[config.mk]
export PLATFORM = sky130hd
export DESIGN_NAME = div_sequencer_flat
export DESIGN_NICKNAME = d
export VERILOG_FILES = /design/src/rtl/div_sequencer_if.sv /design/src/rtl/div_sequencer.sv /design/src/flat_wrapper.sv
export SDC_FILE = /design/constraint.sdc
export NUM_CORES = 1
export LEC_CHECK = 0
export BUFFER_PORTS_ARGS = -buffer_cell sky130_fd_sc_hd__buf_2
export CAP_MARGIN = 20
export CORE_AREA = 3 3 40 42
export CTS_BUF_LIST = sky130_fd_sc_hd__clkbuf_4
export CTS_CLUSTER_SIZE = 20
export DETAILED_ROUTE_END_ITERATION = 6
export DIE_AREA = 0 0 43 45
export PLACE_DENSITY = 0.68
export SETUP_SLACK_MARGIN = 0.05
export SLEW_MARGIN = 20
export SYNTH_ARGS = -nofsm -noshare
export SYNTH_HDL_FRONTEND = slang
export SYNTH_SLANG_ARGS = --single-unit
[constraint.sdc]
create_clock -name clk -period 1.8 [get_ports clk]
set_input_delay 0.54 -clock clk [delete_from_list [all_inputs] [get_ports clk]]
set_output_delay 0.54 -clock clk [all_outputs]
set_load 0.005 [all_outputs]
[src/rtl/div_sequencer_if.sv]
// div_sequencer_if: EX-stage handshake between the pipeline and the divide sequencer
interface div_sequencer_if #(
    parameter int CNT_W = 6
);
    logic             i_valid;
    logic [5:0]       i_funct;
    logic             i_div_zero;
    logic             o_div_load;
    logic             o_div_step;
    logic             o_hilo_we;
    logic             o_busy;
    logic             o_stall;
    logic [1:0]       o_hilo_sel;
    logic             o_dz_flag;
    logic [CNT_W-1:0] o_step_cnt;

    modport master (
        output i_valid, i_funct, i_div_zero,
        input  o_div_load, o_div_step, o_hilo_we, o_busy, o_stall, o_hilo_sel, o_dz_flag, o_step_cnt
    );

    modport slave (
        input  i_valid, i_funct, i_div_zero,
        output o_div_load, o_div_step, o_hilo_we, o_busy, o_stall, o_hilo_sel, o_dz_flag, o_step_cnt
    );
endinterface

[src/rtl/div_sequencer.sv]
// div_sequencer: multi-cycle DIVU control FSM with HI/LO interlock
module div_sequencer #(
    parameter int DIV_CYCLES = 32,
    parameter int CNT_W      = 6
) (
    input logic            clk,
    input logic            rst,
    div_sequencer_if.slave bus
);
    localparam logic [1:0] S_IDLE  = 2'd0;
    localparam logic [1:0] S_LOAD  = 2'd1;
    localparam logic [1:0] S_RUN   = 2'd2;
    localparam logic [1:0] S_WRITE = 2'd3;
    localparam logic [5:0] F_DIVU  = 6'b011011;
    localparam logic [5:0] F_MFHI  = 6'b010000;
    localparam logic [5:0] F_MFLO  = 6'b010010;

    logic [1:0]       r_state;
    logic [CNT_W-1:0] r_cnt;
    logic             r_dz;
    logic [1:0]       w_next;
    logic             w_busy;
    logic             w_divu;
    logic             w_mfhi;
    logic             w_mflo;
    logic             w_accept;
    logic             w_last;

    assign w_busy   = r_state != S_IDLE;
    assign w_divu   = bus.i_valid && bus.i_funct == F_DIVU;
    assign w_mfhi   = bus.i_valid && bus.i_funct == F_MFHI;
    assign w_mflo   = bus.i_valid && bus.i_funct == F_MFLO;
    assign w_accept = w_divu && !w_busy;
    assign w_last   = r_cnt == CNT_W'(DIV_CYCLES - 1);

    // Reset forces the interlock open, so a pending HI/LO consumer or DIVU never stalls that cycle
    assign bus.o_stall    = !rst && w_busy && (w_divu || w_mfhi || w_mflo);
    assign bus.o_hilo_sel = (w_mfhi && !bus.o_stall) ? 2'b01 :
                            (w_mflo && !bus.o_stall) ? 2'b10 : 2'b00;
    assign bus.o_div_load = r_state == S_LOAD;
    assign bus.o_div_step = r_state == S_RUN;
    assign bus.o_hilo_we  = r_state == S_WRITE;
    assign bus.o_busy     = w_busy;
    assign bus.o_dz_flag  = r_dz;
    assign bus.o_step_cnt = r_cnt;

    // Next-state decode: a zero divisor skips RUN and writes straight away
    always_comb begin
        w_next = (r_state == S_IDLE) ? (w_accept ? S_LOAD : S_IDLE) :
                 (r_state == S_LOAD) ? (bus.i_div_zero ? S_WRITE : S_RUN) :
                 (r_state == S_RUN)  ? (w_last ? S_WRITE : S_RUN) : S_IDLE;
    end

    // State, step counter and sticky divide-by-zero flag
    always_ff @(posedge clk) begin
        if (rst) begin
            r_state <= S_IDLE;
            r_cnt   <= '0;
            r_dz    <= 1'b0;
        end else begin
            r_state <= w_next;
            r_cnt   <= (r_state == S_LOAD) ? '0 :
                       (r_state == S_RUN)  ? r_cnt + 1'b1 : r_cnt;
            r_dz    <= w_accept ? 1'b0 :
                       (r_state == S_LOAD && bus.i_div_zero) ? 1'b1 : r_dz;
        end
    end
endmodule

[src/flat_wrapper.sv]
// flat-port wrapper written by rule: the top's interface ports become plain ports
module div_sequencer_flat 
#(
    parameter int DIV_CYCLES = 32,
    parameter int CNT_W      = 6
)
  (clk, rst, bus_i_valid, bus_i_funct, bus_i_div_zero, bus_o_div_load, bus_o_div_step, bus_o_hilo_we, bus_o_busy, bus_o_stall, bus_o_hilo_sel, bus_o_dz_flag, bus_o_step_cnt);
  div_sequencer_if #(.CNT_W(CNT_W)) bus_i ();
  input logic clk;
  input logic rst;
  input wire logic [$bits(bus_i.i_valid)-1:0] bus_i_valid;
  input wire logic [$bits(bus_i.i_funct)-1:0] bus_i_funct;
  input wire logic [$bits(bus_i.i_div_zero)-1:0] bus_i_div_zero;
  output wire logic [$bits(bus_i.o_div_load)-1:0] bus_o_div_load;
  output wire logic [$bits(bus_i.o_div_step)-1:0] bus_o_div_step;
  output wire logic [$bits(bus_i.o_hilo_we)-1:0] bus_o_hilo_we;
  output wire logic [$bits(bus_i.o_busy)-1:0] bus_o_busy;
  output wire logic [$bits(bus_i.o_stall)-1:0] bus_o_stall;
  output wire logic [$bits(bus_i.o_hilo_sel)-1:0] bus_o_hilo_sel;
  output wire logic [$bits(bus_i.o_dz_flag)-1:0] bus_o_dz_flag;
  output wire logic [$bits(bus_i.o_step_cnt)-1:0] bus_o_step_cnt;
  assign bus_i.i_valid = bus_i_valid;
  assign bus_i.i_funct = bus_i_funct;
  assign bus_i.i_div_zero = bus_i_div_zero;
  assign bus_o_div_load = bus_i.o_div_load;
  assign bus_o_div_step = bus_i.o_div_step;
  assign bus_o_hilo_we = bus_i.o_hilo_we;
  assign bus_o_busy = bus_i.o_busy;
  assign bus_o_stall = bus_i.o_stall;
  assign bus_o_hilo_sel = bus_i.o_hilo_sel;
  assign bus_o_dz_flag = bus_i.o_dz_flag;
  assign bus_o_step_cnt = bus_i.o_step_cnt;
  div_sequencer #(.DIV_CYCLES(DIV_CYCLES), .CNT_W(CNT_W)) u_core (.clk(clk), .rst(rst), .bus(bus_i));
endmodule
## Word level (Yosys, flattened, before mapping)

Index checks and enable logic that the tools add are counted.

| word-level totals | value |
|---|---|
| register bits after elaboration | 9 |
| latch bits | 0 |
| RAM bits | 0 |
| ROM bits | 0 |
| output and inout port bits | 14 |
| logic and storage cells | 37 |
| memories | 0 |

| cells by class | value |
|---|---|
| $add $sub $neg | 1 |
| $mul | 0 |
| divide/modulo/power cells | 0 |
| $lt $le $gt $ge | 0 |
| equal/unequal tests | 7 |
| shift-type cells | 0 |
| mux-type cells | 8 |
| bitwise gates (word level) | 0 |
| reductions and logical operators | 18 |

Operators with widths:

| cell | number |
|---|---|
| 6-bit by 5-bit == test with 1-bit output, second input constant | 4 |
| 2-bit 2-to-1 mux | 5 |
| 1-bit logical AND | 9 |
| 6-bit by 1-bit adder with 6-bit output, second input constant | 1 |
| 2-bit == test, second input constant | 2 |
| 2-bit OR reduction | 2 |
| 1-bit logical NOT | 3 |
| 1-bit 2-to-1 mux | 3 |
| 2-bit by 1-bit == test with 1-bit output, second input constant | 1 |
| 2-bit logical NOT | 1 |
| 1-bit logical OR | 2 |
| 2-bit nonzero test | 1 |

## Depth between registers and ports, before layout

Gate-level depths: netlist of run 1.

| logic depth | value |
|---|---|
| word-level depth | 9 |
| depth in mapped cells | 5 |

## Worst setup path before layout of run 1

OpenSTA, ideal clock, no wires.

| timing | value |
|---|---|
| kind | input port to output port |
| start | in bus_i_funct[5] |
| end | out bus_o_hilo_sel[0] |
| arrival time | 1.343 ns |
| path slack | -0.083 ns |
| cell stages on the path | 3 |
| buffers on the path | 0 |
| cells stage by stage | nand4bb_1 > or4_1 > nor2_1 |

| on the way | value |
|---|---|
| word-level cells in the longest chain between the ends | 8 |
| elaborated cells between the ends (all ways) | 12 |
| those cells by class | eq/ne (3); mux (1); reduce/logical (8) |

Ends and longest elaborated chain:

| what | RTL line | source |
|---|---|---|
| start: declaration | flat_wrapper.sv:12 | `input wire logic [$bits(bus_i.i_funct)-1:0] bus_i_funct;` |
| 6-bit by 5-bit == test with 1-bit output, on equally long branches | div_sequencer.sv:30, div_sequencer.sv:31 |  |
| 1-bit logical AND, on equally long branches | div_sequencer.sv:30, div_sequencer.sv:31 |  |
| 1-bit logical OR (2 in series) | div_sequencer.sv:37 | `assign bus.o_stall = !rst && w_busy && (w_divu \|\| w_mfhi \|\| w_mflo);` |
| 1-bit logical AND | div_sequencer.sv:37 |  |
| 1-bit logical NOT | div_sequencer.sv:38 | `assign bus.o_hilo_sel = (w_mfhi && !bus.o_stall) ? 2'b01 :` |
| 1-bit logical AND * | div_sequencer.sv:38 |  |
| 2-bit 2-to-1 mux * | div_sequencer.sv:38 |  |
| end: declaration | flat_wrapper.sv:19 | `output wire logic [$bits(bus_i.o_hilo_sel)-1:0] bus_o_hilo_sel;` |

Every way passes the cells marked *; elsewhere a longest branch is shown, timed or not.

## Worst setup path in the final report of run 1

Ends and elaborated chain as after synthesis.

==> results of run 1 <==
-- synthesized netlist by cell type --
cell	count
nand4_2	1
nor3_1	1
and2_1	1
or4_1	1
inv_1	4
and3b_1	1
o21ba_2	1
mux2i_1	1
o21ai_0	2
a21oi_1	2
nand4bb_1	1
xnor2_1	1
nand4_1	2
nor2_1	9
clkbuf_1	1
dfxtp_1	9
ha_1	5
xor2_1	3
nand2_1	3
o22ai_1	1
or2_2	1
or3_1	1
or4b_1	1
nand3_1	1
-- state kept, by name, indices dropped and copies added (netlist names) --
| signal | cells |
|---|---|
| u_core.bus.o_dz_flag | 1 |
| u_core.bus.o_step_cnt | 6 |
| u_core.r_state | 2 |
-- power by group --
part	switching, mW	total [mW]	internal, mW	leakage [nW]
logic	0.0128	0.0316	0.0188	0.281
clock network	0.0829	0.165	0.0824	0.0177
registers	0.0000744	0.199	0.199	0.0725
-- per-stage QoR --
stage | utilization | area, sq um | setup slack (ps) | TNS, ps
3_5_place_dp | 0.509 | 654 | -296 | -591
3_3_place_gp | 0.509 | 654 | -256 | -513
4_1_cts | 0.540 | 694 | -285 | -583
2_1_floorplan | - | 479 | -83.4 | -167
5_1_grt | 0.565 | 726 | -316 | -793
6_report | 0.565 | 726 | -278 | -683
-- worst register-to-register path, stage by stage, from the launching register on --
cell and delay (ps):
dfxtp_1 340, inv_2 50, ha_2 180, buf_4 140, or4b_1 500, o22ai_1 150
o21ba_2 140
-- cell type report --
cell class                 count  area share
multi-input combinational     40       0.428
timing repair buffer          30       0.240
inverter                       4      0.0207
clock inverter                 1     0.00690
sequential                     9       0.248
clock buffer                   3      0.0310
tap                           15      0.0259
-- metal layers --
layer,vias to the layer above,wire length (microns)
li1,249,-
met1,213,506
met2,14,449
met3,4,66
met4,0,53
met5,-,0
-- path summary, 6_finish.rpt --
| path | depth (start not counted) | end | slack, ps | start |
|---|---|---|---|---|
| max | 5 | bus_o_hilo_sel[0] | -280 | bus_i_funct[5] |
| min | 2 | u_core.bus.o_dz_flag | 480 | rst |
| max reg2reg | 6 | u_core.r_state[0] | 260 | u_core.r_state[1] |
| min reg2reg | 2 | u_core.bus.o_step_cnt[5] | 490 | u_core.bus.o_step_cnt[5] |
-- cells by family after synthesis --
kind of cell	count (synthesis)	share of synthesized area
compound gates	6	0.0757
flops	9	0.376
fa+ha+maj	5	0.131
xor+xnor	4	0.0731
buf+inv	5	0.0391
simple gates	24	0.285
mux	1	0.0209
-- what timing repair did --
| action | in CTS | in global routing |
|---|---|---|
| setup endpoints to repair | 3 | 5 |
| resized for setup | 3 | 6 |
| hold endpoints to repair | 0 | 0 |
| pin swaps | 2 | 2 |
| buffers inserted | 0 | 1 |
==> results_dict.tcl, run 1 <==
set metrics [dict create \
    critPathKind "in -> out" \
    grt_pass1_wl_microns 1750 \
    layout.cells.most_common_list "22 x buf_2, 9 x dfxtp_1, 7 x nor2_1, 7 x buf_4" \
    synthTopCellsByArea "dfxtp_1 38%, ha_1 13%, nor2_1 7.0%" \
    crit_family "simple AND/OR/NAND/NOR gates" \
    min_period_over_period 1.15 \
    detailedRoute.firstPassIterationCount 3 \
    vias 480 \
    min_path_type "in -> reg" \
    max-clock-path-buffers 2 \
    worstPathRequired_ps 1260 \
    areaGrowthSynthToFinish_pct 51.4 \
    antennaDiodeCount 0 \
    numPortBuffers 23 \
    synth_nets 69 \
    final_cells 102 \
    hpwlAfterDp_microns 837 \
    slew_viol_final 0 \
    ioPinCount 24 \
    ant_nets 0 \
    die_w_microns 43 \
    cts_inserted_buffers 3 \
    ys_ff_latch 9 \
    grt_use_met3 0.0359 \
    final.setup.worst_slack_ps -278 \
    ys_types 24 \
    worstMarginPinSlew_ps 174 \
    drv_cap 0 \
    grt.overflow.total 0 \
    hold_viol 0 \
    worstPathBufferInverterCount 2 \
    register_area_sq_um 180 \
    ctsHoldBuffers 0 \
    layout_commonest_cell "buf_2" \
    max_slew_margin 0.884 \
    dp_cells 97 \
    worstPathCellList "buf_6 -> nand4bb_4 -> or4_4 -> nor2_1 -> buf_2" \
    yosysTopAreaCell "dfxtp_1" \
    syn_area_per_cell_sq_um 8.87 \
    slowest_stage "or4_4" \
    clock_latency_ps 270 \
    antenna_found_initial 0 \
    cts.sinks 9 \
    dieArea_sq_um 1940 \
    ys_seq_area_frac 0.376 \
    busiest_layer "met2" \
    cp_slowest_stage_delay_ps 500 \
    htreeDepth 1 \
    core_area_sq_um 1280 \
    clkTransAtPathRegs_ps 60 \
    drive_gt1_frac 0.517 \
    clock-skew-final_ps 2.54 \
    use_met1 0.158 \
    rsz0062_at_grt "true" \
    wl_per_cell_microns 10.5 \
    yosys_warnings 0 \
    start_util 0.373 \
    cts_tree "done" \
    failed_checks "setup timing" \
    whs_ps 480 \
    fin_nets 103 \
    fmax_mhz 481 \
    synth_top_area_share 0.376 \
    netlist_instances 54 \
    grt_pass1_vias 412 \
    total_leakage_power_nw 0.371 \
    crit_path_start_kind "input port" \
    gp_congestion 0.708 \
    crit_path_max_fanout 2 \
    die_h_microns 45 \
    vdd_ir_drop_max_v 0.000376 \
    fin_crit_ps 2080 \
    avgViaCountPerCell 4.71 \
    grt_util_met2 0.174 \
    nFillCells 113 \
    power_density_nw_per_um2 546 \
    setup.worst_path.end_class "primary output" \
    multi_input_area_sq_um 310 \
    drt_iter0_markers 4 \
    cts-root-buf "clkbuf_4" \
    grt_max_degree 7 \
    power_uw 396 \
    grt_use_total 0.130 \
    drc 0 \
    status "finished, violations left" \
    placement_rows 13 \
    syn_area_sq_um 479 \
    cp.arrival_ps 1540 \
    finalSetupViolCount 3 \
    totalWireLength_microns 1080 \
]
No activity file was read; power rests on OpenSTA's default activity.
==> run 2: changes to the inputs <==
--- a/config.mk
+++ b/config.mk
@@ -12,7 +12,7 @@
 export CTS_CLUSTER_SIZE = 20
 export DETAILED_ROUTE_END_ITERATION = 6
 export DIE_AREA = 0 0 43 45
-export PLACE_DENSITY = 0.68
+export PLACE_DENSITY_LB_ADDON = 0.12
 export SETUP_SLACK_MARGIN = 0.05
 export SLEW_MARGIN = 20
 export SYNTH_ARGS = -nofsm -noshare
==> run 2 against run 1 <==
The flow still finishes with violations (setup timing). Sequential share of layout area is 0.83 points lower. Maximum frequency down 0.97%. Hold slack improved by 25 ps. Worst setup slack got worse by 20 ps. Via count up 2.5%. Clock-buffer cell count did not move. Critical path type unchanged.
==> results_dict.tcl, run 2 (synthesis results as in run 1) <==
set metrics [dict create \
    whs_ps 505 \
    critPathKind "in -> out" \
    hold_viol 0 \
    antennaDiodeCount 0 \
    core_area_sq_um 1280 \
    worstPathRequired_ps 1260 \
    fin_crit_ps 2100 \
    vdd_ir_drop_max_v 0.000475 \
    wl_per_cell_microns 11.0 \
    cp_slowest_stage_delay_ps 500 \
    r2r_cells 6 \
    drive_gt1_frac 0.528 \
    cp-startpoint "bus_i_funct[5]" \
    drc 0 \
    die_w_microns 43 \
    placement_rows 13 \
    grt_pass1_wl_microns 1850 \
    crit_family "simple AND/OR/NAND/NOR gates" \
    min_path_type "reg -> reg" \
    max-clock-path-buffers 2 \
    cts_tree "done" \
    crit_cells 5 \
    drv_cap 0 \
    grt.overflow.total 0 \
    nFillCells 128 \
    worstPathCellList "buf_6 -> nand4bb_4 -> or4_4 -> nor2_2 -> buf_2" \
    failed_checks "setup timing" \
    layout_commonest_cell "buf_2" \
    ant_nets 0 \
    largest_reg_flops 6 \
    crit_path_start_kind "input port" \
    cts_inserted_buffers 3 \
    ioPinCount 24 \
    cts.sinks 9 \
    die_h_microns 45 \
    worstPathBufferInverterCount 2 \
    setup_tns_ps -731 \
    cp-endpoint "bus_o_hilo_sel[1]" \
    max_slew_margin 0.876 \
    rrSetupSlack_ps 280 \
    areaGrowthSynthToFinish_pct 56.7 \
    totalWireLength_microns 1140 \
    hpwlAfterDp_microns 874 \
    grt_use_total 0.134 \
    grt_max_degree 7 \
    fin_nets 105 \
    slew_viol_final 0 \
    power_uw 397 \
    status "finished, violations left" \
    slowest_stage "or4_4" \
    r2r_end "u_core.r_state[0]" \
    start_util 0.373 \
    setup.worst_path.end_class "primary output" \
    total_leakage_power_nw 0.381 \
    dieArea_sq_um 1940 \
    vias 492 \
    cts-root-buf "clkbuf_4" \
    crit_path_max_fanout 2 \
    cp.arrival_ps 1560 \
    rsz0062_at_grt "true" \
    clkTransAtPathRegs_ps 70 \
    fmax_mhz 477 \
    drt_iter0_markers 5 \
    htreeDepth 1 \
    numPortBuffers 23 \
    gp_congestion 0.663 \
    antenna_found_initial 0 \
    detailedRoute.firstPassIterationCount 2 \
    min_period_over_period 1.17 \
    power_density_nw_per_um2 529 \
    r2r_start "u_core.r_state[1]" \
    layout.cells.most_common_list "22 x buf_2, 9 x buf_4, 9 x dfxtp_1, 7 x nor2_1" \
    finalSetupViolCount 3 \
    worstMarginPinSlew_ps 185 \
    avgViaCountPerCell 4.73 \
    clock-skew-final_ps 2.06 \
    clock_latency_ps 270 \
    final.setup.worst_slack_ps -298 \
    grt_pass1_vias 426 \
]
[run 2: cell count changes in the layout (fill, tap and decap cells not counted), sizes merged]
| cell | change |
|---|---|
| buf | +2 |
[run 2: power by group]
| group | internal [mW] | leakage (nW) | switching (mW) | total, mW |
|---|---|---|---|---|
| clock network | 0.0824 | 0.0177 | 0.0814 | 0.164 |
| registers | 0.199 | 0.0725 | 0.0000680 | 0.199 |
| logic | 0.0209 | 0.291 | 0.0134 | 0.0343 |
[run 2: worst min-delay path: stages (launching register included)]
cell and delay [ps]:
dfxtp_1 330, o21ai_0 70, a21oi_1 60
[run 2: timing repair]
| action | CTS | global route |
|---|---|---|
| hold buffers | 0 | 0 |
| setup endpoints to repair | 4 | 3 |
| gates resized for setup | 5 | 5 |
| endpoints found under the hold margin | 0 | 0 |
| pin swaps | 1 | 3 |
| setup buffers | 1 | 1 |
[run 2: routing by layer]
metal	wire (microns)	part of all wire	track usage	vias up
met5	0	0	0	-
met3	75	0.066	0.0717	2
met1	498	0.44	0.156	222
met4	9	0.0079	0.0542	0
li1	-	-	-	255
met2	555	0.49	0.207	13
[run 2: cell type report]
cell class                 count  area [sq um]  area share
multi-input combinational     40           320       0.427
timing repair buffer          32           189       0.252
sequential                     9           180       0.240
clock buffer                   3          22.5      0.0300
tap                           15          18.8      0.0250
inverter                       4          15.0      0.0200
clock inverter                 1          5.00     0.00667
[run 2: through the flow]
step	worst slack [ps]	utilization	area [sq um]	cells
2_1_floorplan	-83.4	-	479	54
3_5_place_dp	-288	0.515	662	98
4_1_cts	-278	0.553	711	103
6_report	-298	0.584	751	104
3_3_place_gp	-264	0.515	662	98
5_1_grt	-338	0.584	751	104
[run 2: worst min-delay path by stage]
stage / startpoint / end / depth (start not counted)
final: u_core.bus.o_step_cnt[5] / u_core.bus.o_step_cnt[5] / 2
after global routing: rst / u_core.bus.o_dz_flag / 3
after CTS: u_core.bus.o_step_cnt[5] / u_core.bus.o_step_cnt[5] / 2
after detailed placement: u_core.bus.o_step_cnt[5] / u_core.bus.o_step_cnt[5] / 2
after global placement: u_core.bus.o_step_cnt[5] / u_core.bus.o_step_cnt[5] / 2
after floorplan: u_core.bus.o_step_cnt[5] / u_core.bus.o_step_cnt[5] / 2
